[src/rtl/seq_shift_right_if.sv]
// ----------------------------------------------------------------------------
// seq_shift_right_if
//   Bundles the start/busy/done handshake and data of the multi-cycle right
//   shifter.
//
//   Handshake: the controller raises `start` with A/Amt/Arith stable. The
//   shifter samples `start` only while idle. It raises `busy` while shifting
//   and pulses `done` for exactly one cycle when Result/CarryOut are final.
//   Result/CarryOut then hold until the next accepted start. `start` seen
//   while busy or done is dropped and is not remembered.
//
//   Signals:
//     start    controller -> shifter  request pulse
//     A[7:0]   controller -> shifter  operand
//     Amt[2:0] controller -> shifter  shift count 0..7
//     Arith    controller -> shifter  0 = logical, 1 = arithmetic
//     Result   shifter -> controller  shift register contents
//     CarryOut shifter -> controller  last bit shifted out of bit 0
//     busy     shifter -> controller  high while shifting
//     done     shifter -> controller  one-cycle completion strobe
//
//   Modports: master = controller side, slave = shifter side.
// ----------------------------------------------------------------------------
interface seq_shift_right_if;
  logic       start;
  logic [7:0] A;
  logic [2:0] Amt;
  logic       Arith;
  logic [7:0] Result;
  logic       CarryOut;
  logic       busy;
  logic       done;

  modport master (
    output start, A, Amt, Arith,
    input  Result, CarryOut, busy, done
  );

  modport slave (
    input  start, A, Amt, Arith,
    output Result, CarryOut, busy, done
  );
endinterface

[src/rtl/seq_shift_right.sv]
// ----------------------------------------------------------------------------
// seq_shift_right
//   Multi-cycle 8-bit right shifter. It captures the operand, the shift count
//   and the mode on an accepted start. It then shifts one bit position per
//   clock, in logical or arithmetic mode, and flags completion with a
//   one-cycle done strobe.
//
//   Ports:
//     clk          system clock, rising edge
//     reset        asynchronous, active-high; clears all state immediately
//     bus          seq_shift_right_if.slave (start/A/Amt/Arith in,
//                  Result/CarryOut/busy/done out)
//     o_dbg_state  current FSM state (0 = IDLE, 1 = SHIFT, 2 = DONE)
//
//   All outputs come straight from registers. No input reaches an output
//   through combinational logic.
// ----------------------------------------------------------------------------
module seq_shift_right (
  input  logic                   clk,
  input  logic                   reset,
  seq_shift_right_if.slave       bus,
  output logic [1:0]             o_dbg_state
);

  typedef enum logic [1:0] {
    ST_IDLE  = 2'd0,
    ST_SHIFT = 2'd1,
    ST_DONE  = 2'd2
  } state_t;

  state_t     r_state;
  logic [7:0] r_shreg;
  logic [2:0] r_count;
  logic       r_fill;
  logic       r_carry;
  logic       r_busy;
  logic       r_done;

  always_ff @(posedge clk or posedge reset) begin
    if (reset) begin
      r_state <= ST_IDLE;
      r_shreg <= 8'h00;
      r_count <= 3'd0;
      r_fill  <= 1'b0;
      r_carry <= 1'b0;
      r_busy  <= 1'b0;
      r_done  <= 1'b0;
    end else begin
      case (r_state)
        ST_IDLE: begin
          r_busy <= 1'b0;
          r_done <= 1'b0;
          if (bus.start) begin
            r_shreg <= bus.A;
            r_count <= bus.Amt;
            // The sign is latched once here. Later changes on A have no effect.
            r_fill  <= bus.Arith & bus.A[7];
            r_carry <= 1'b0;
            if (bus.Amt != 3'd0) begin
              r_state <= ST_SHIFT;
              r_busy  <= 1'b1;
            end else begin
              // A zero shift skips SHIFT, so busy never rises.
              r_state <= ST_DONE;
              r_done  <= 1'b1;
            end
          end
        end

        ST_SHIFT: begin
          r_carry <= r_shreg[0];
          r_shreg <= {r_fill, r_shreg[7:1]};
          // The count is never 0 in this state. The <= guard still stops an
          // underflow if the state is ever corrupted.
          if (r_count <= 3'd1) begin
            r_count <= 3'd0;
            r_state <= ST_DONE;
            r_busy  <= 1'b0;
            r_done  <= 1'b1;
          end else begin
            r_count <= r_count - 3'd1;
          end
        end

        ST_DONE: begin
          r_done  <= 1'b0;
          r_busy  <= 1'b0;
          r_state <= ST_IDLE;
        end

        default: begin
          r_state <= ST_IDLE;
          r_busy  <= 1'b0;
          r_done  <= 1'b0;
        end
      endcase
    end
  end

  assign bus.Result   = r_shreg;
  assign bus.CarryOut = r_carry;
  assign bus.busy     = r_busy;
  assign bus.done     = r_done;
  assign o_dbg_state  = r_state;

endmodule

[src/flat_wrapper.sv]
// flat-port wrapper written by rule: the top's interface ports become plain ports
module seq_shift_right_flat 
  (clk, reset, o_dbg_state, bus_start, bus_A, bus_Amt, bus_Arith, bus_Result, bus_CarryOut, bus_busy, bus_done);
  seq_shift_right_if bus_i ();
  input  logic clk;
  input  logic reset;
  output logic [1:0] o_dbg_state;
  input wire logic [$bits(bus_i.start)-1:0] bus_start;
  input wire logic [$bits(bus_i.A)-1:0] bus_A;
  input wire logic [$bits(bus_i.Amt)-1:0] bus_Amt;
  input wire logic [$bits(bus_i.Arith)-1:0] bus_Arith;
  output wire logic [$bits(bus_i.Result)-1:0] bus_Result;
  output wire logic [$bits(bus_i.CarryOut)-1:0] bus_CarryOut;
  output wire logic [$bits(bus_i.busy)-1:0] bus_busy;
  output wire logic [$bits(bus_i.done)-1:0] bus_done;
  assign bus_i.start = bus_start;
  assign bus_i.A = bus_A;
  assign bus_i.Amt = bus_Amt;
  assign bus_i.Arith = bus_Arith;
  assign bus_Result = bus_i.Result;
  assign bus_CarryOut = bus_i.CarryOut;
  assign bus_busy = bus_i.busy;
  assign bus_done = bus_i.done;
  seq_shift_right u_core (.clk(clk), .reset(reset), .bus(bus_i), .o_dbg_state(o_dbg_state));
endmodule
[config.mk]
export PLATFORM = sky130hd
export DESIGN_NAME = seq_shift_right_flat
export DESIGN_NICKNAME = d
export VERILOG_FILES = /design/src/rtl/seq_shift_right_if.sv /design/src/rtl/seq_shift_right.sv /design/src/flat_wrapper.sv
export SDC_FILE = /design/constraint.sdc
export NUM_CORES = 1
export LEC_CHECK = 0
export CAP_MARGIN = 25
export CORE_MARGIN = 10
export CORE_UTILIZATION = 44
export DETAILED_ROUTE_END_ITERATION = 8
export PLACE_DENSITY_LB_ADDON = 0.12
export REMOVE_ABC_BUFFERS = 1
export SLEW_MARGIN = 20
export SYNTH_ARGS = -nofsm -noshare
export SYNTH_HDL_FRONTEND = slang
export SYNTH_SLANG_ARGS = --single-unit
[constraint.sdc]
create_clock -name clk -period 2 [get_ports clk]
set_input_delay 0.6 -clock clk [delete_from_list [all_inputs] [get_ports clk]]
set_output_delay 0.6 -clock clk [all_outputs]
set_load 0.005 [all_outputs]
==> results.md <==
Run status:
- The flow ran to the end, and the final reports show no timing, DRC or antenna violations.

Floorplan:
- The count of standard-cell rows is 15.
- The number of primary I/O pins is 28.
- The vertical extent of the die is 63.7 um.
- The effective utilization at floorplan is between 40 and 50%.
- The core region is approximately 1800 sq um.
- The area enclosed by the die boundary is 4060 sq um.
- The width of the die is 63.7 um.

Final layout:
- Of the cells placed in the final design, the portion with a size suffix greater than 1 is between 10% and 20%.
- The repair_antennas step left the layout with diodes totalling 0.
- At the end of the flow the core is filled with cells to 68.3%.
- After the last flow step, the layout net total stands at approximately 130.
- From synthesis to final layout, the design area changed by 43.1%.
- The most frequent standard cell in the layout excluding fill and tap cells is clkdlybuf4s50_1.
- The library cells used most frequently in the layout, excluding fill and tap cells, are clkdlybuf4s50_1, dfrtp_1, o21ai_0.

Synthesis:
- Counting flops and latches in the post-synthesis netlist gives 17.
- The adder-cell share of the synthesized area is 2.97%.
- After synthesis, the mean cell area works out to 10.7 sq um.
- The synthesized netlist devotes 0% of its cell area to XOR and XNOR gates.
- The mux contribution to synthesized area is 7.13%.
- The number of distinct library cell variants in the gate-level netlist after synthesis is 29.
- Of the total synthesized cell area, the portion taken by AND, OR, NAND and NOR gates is 14.7%.
- After synthesis, flip-flops and latches occupy 50.5% of the total area.
- The synthesized netlist devotes about 21% of its cell area to compound gates.
- Yosys attributes the largest share of cell area to dfrtp_1, mux2i_1, o21ai_0.
- The cell area that synthesis handed to floorplanning was 842 sq um.
- The number of warning messages in the yosys log is 0.
- Counting every instance in the synthesized netlist gives 79.
- By area, the combinational part of the netlist is dominated by compound AO/OA/AOI/OAI gates.
- The post-synthesis cell type with the largest combined area is dfrtp_1.
- The share of the synthesized area in the top cell type is 50.5%.

Route:
- The routed design has 1.95 mm of wire.
- The routed design uses 140 um of met3 wire.
- The post-route DRC violation count is 0.
- The number of design-rule violations left by the first detailed-router iteration is 11.
- Dividing the detail-routed via count by the number of cells gives 5.07.
- The top metal layer carrying routed signals is met4.
- The via total after detailed routing is ~700.
- Once detail routing completed, the nets flagged for antenna violations numbered 0.
- The met2 layer wire length in the routed design is ~900 um.
- The number of detailed-routing iterations run before antenna repair is 4.
- For this block, wires on met1 add up to approximately 900 um.
- The mean routed wirelength per cell is 14.0 um.

Power and ir drop:
- The cell area power density is 1460 nW/um^2.
- The highest ir drop seen on vdd is 0.000900 V.
- The static leakage power is 0.000531 uW.

Critical path:
- For this design, the slowest cell found on the critical path is clkdlybuf4s50_1.
- The critical path in this run is classified as reg -> out.
- The cell family contributing the most delay on the critical path is buffers and inverters.
- The number of buffers and inverters on the critical path is 1.
- The critical path's largest stage delay is roughly 530 ps.
- STA puts the critical path data required time at 1400 ps.
- The kind of capture point of the worst setup path is an output port.
- STA puts the critical path data arrival time at 1310 ps.
- In this run the worst path has a maximum fanout of 11.
- The category of the worst setup path launch point is a register.
- The critical path goes through clkdlybuf4s50_1.

Global route:
- The initial antenna violation count is 0.
- Entering global routing, the biggest net connects 18 pins.
- Global routing used about a tenth of the available tracks across all layers.
- The global-route wire length before repair is 3.32 mm.
- Global routing finished with a remaining overflow of 0.
- The via count of the first global-routing pass was roughly 720.

STA:
- The post-route fraction of the period consumed by the critical path is 95.5%.
- The number of pins with negative max-slew slack in the final report is 0.
- Setup repair after global routing left no endpoint under its margin.
- The worst-case hold slack is between 500 and 600 ps.
- The relative slew slack is about four fifths.
- Across the routed clock network, the largest skew measured is 9.89 ps.
- The count of final hold-check violations came to 0.
- The shortest period the worst path allows is 1910 ps.
- Setup violations remaining at the end of the flow were counted as 0.
- The slew at the pin closest to its max-slew limit is 287 ps.
- The peak clock frequency supported by timing is 523 MHz.

Placement:
- The congestion estimate from routability-driven global placement came to 0.750.
- Once detailed placement completed, the half-perimeter wirelength came to 1.53 mm.
- The port buffer count is 27.

Flow run:
- The count of max-cap constraint violations is 0.

Clock tree:
- Counting along the longest clock path gives a buffer depth of 2.
- The post-CTS setup repair buffer count is 0.
- The TritonCTS clock tree is done.
- The clock root buffer is clkbuf_4.
- Clock tree synthesis inserted a total of 3 buffers.
- The clock reaches the later pin of the worst-skew pair after 290 ps.
- In this run the number of H-tree levels came out at 1.
- After clock tree synthesis, the clock-pin slew on the worst setup and hold paths is around 110 ps.
- The clock sink total is 17.

Hold path:
- The min-delay analysis places its worst path in the category reg -> reg.
==> metal layers <==
layer	vias up	global-route usage, %
met3	2	5.05
met5	-	0
li1	359	-
met2	19	14.7
met4	0	2.46
met1	325	12.2
==> worst paths after layout <==
check	depth (start not counted)	slack, ps	from	endpoint
worst max-delay path	1	90	u_core.o_dbg_state[0]	o_dbg_state[0]
worst min-delay path	2	510	u_core.bus.Result[4]	u_core.bus.Result[4]
worst max register to register	3	420	u_core.o_dbg_state[0]	u_core.bus.done
worst min register to register	2	510	u_core.bus.Result[4]	u_core.bus.Result[4]
max in group asynchronous	3	1180	reset	u_core.o_dbg_state[0]
min in group asynchronous	3	620	reset	u_core.bus.done
==> sequential cells by signal, summed over array words and instances (netlist names) <==
name / flops
u_core.bus.done: 1
u_core.r_count: 3
u_core.r_fill: 1
u_core.bus.CarryOut: 1
u_core.o_dbg_state: 2
u_core.bus.Result: 8
u_core.bus.busy: 1
==> kinds of logic after synthesis <==
group | Yosys count
buffers and inverters | 7
AND/OR/NAND/NOR | 20
multiplexers | 6
AO/OA/AOI/OAI | 27
flip-flops | 17
adder cells (fa/ha/maj) | 2
==> cells in the mapped netlist <==
master     number
inv_1           4
nand2_1         9
buf_2           1
or3b_4          1
a221o_1         1
dfrtp_1        17
o21bai_1        3
a21oi_1         4
ha_1            2
a21bo_1         1
o2bb2ai_1       1
o31ai_1         1
buf_6           1
o21ai_0        11
nor2b_1         1
nor3_1          1
nor4bb_1        2
o22ai_1         1
clkbuf_1        1
mux2i_1         6
a22o_1          1
nor3b_1         1
a32oi_1         1
nand2b_1        2
or4_4           1
o21ai_1         1
o21ba_2         1
nand3b_1        1
and3b_1         1
==> where the power goes <==
part / internal [uW] / switching (uW)
combinational: 532 / 383
sequential: 509 / 153
clock: 74.4 / 112
==> through the flow <==
stage,setup slack (ps),total power [uW],cell area [sq um],setup TNS [ps],instances
2_1_floorplan,370,1110,822,0,76
3_3_place_gp,-108,1570,1180,-139,135
3_5_place_dp,-138,1600,1180,-190,135
4_1_cts,78.1,1790,1200,0,139
5_1_grt,11.6,1920,1200,0,139
6_report,89.7,1760,1200,0,139
==> area by class of cell <==
type / count / area, sq um
fill: 148 / 559
sequential: 17 / 427
multi-input combinational: 55 / 382
timing repair buffer: 34 / 323
tap: 25 / 31.3
clock buffer: 3 / 22.5
inverter: 4 / 15.0
clock inverter: 1 / 5.00
==> timing repair <==
| item | CTS | global route |
|---|---|---|
| resized for setup | 1 | 0 |
| hold buffers | 0 | 0 |
| endpoints found under the setup margin | 1 | 0 |
(Power assumes the default switching activity.)
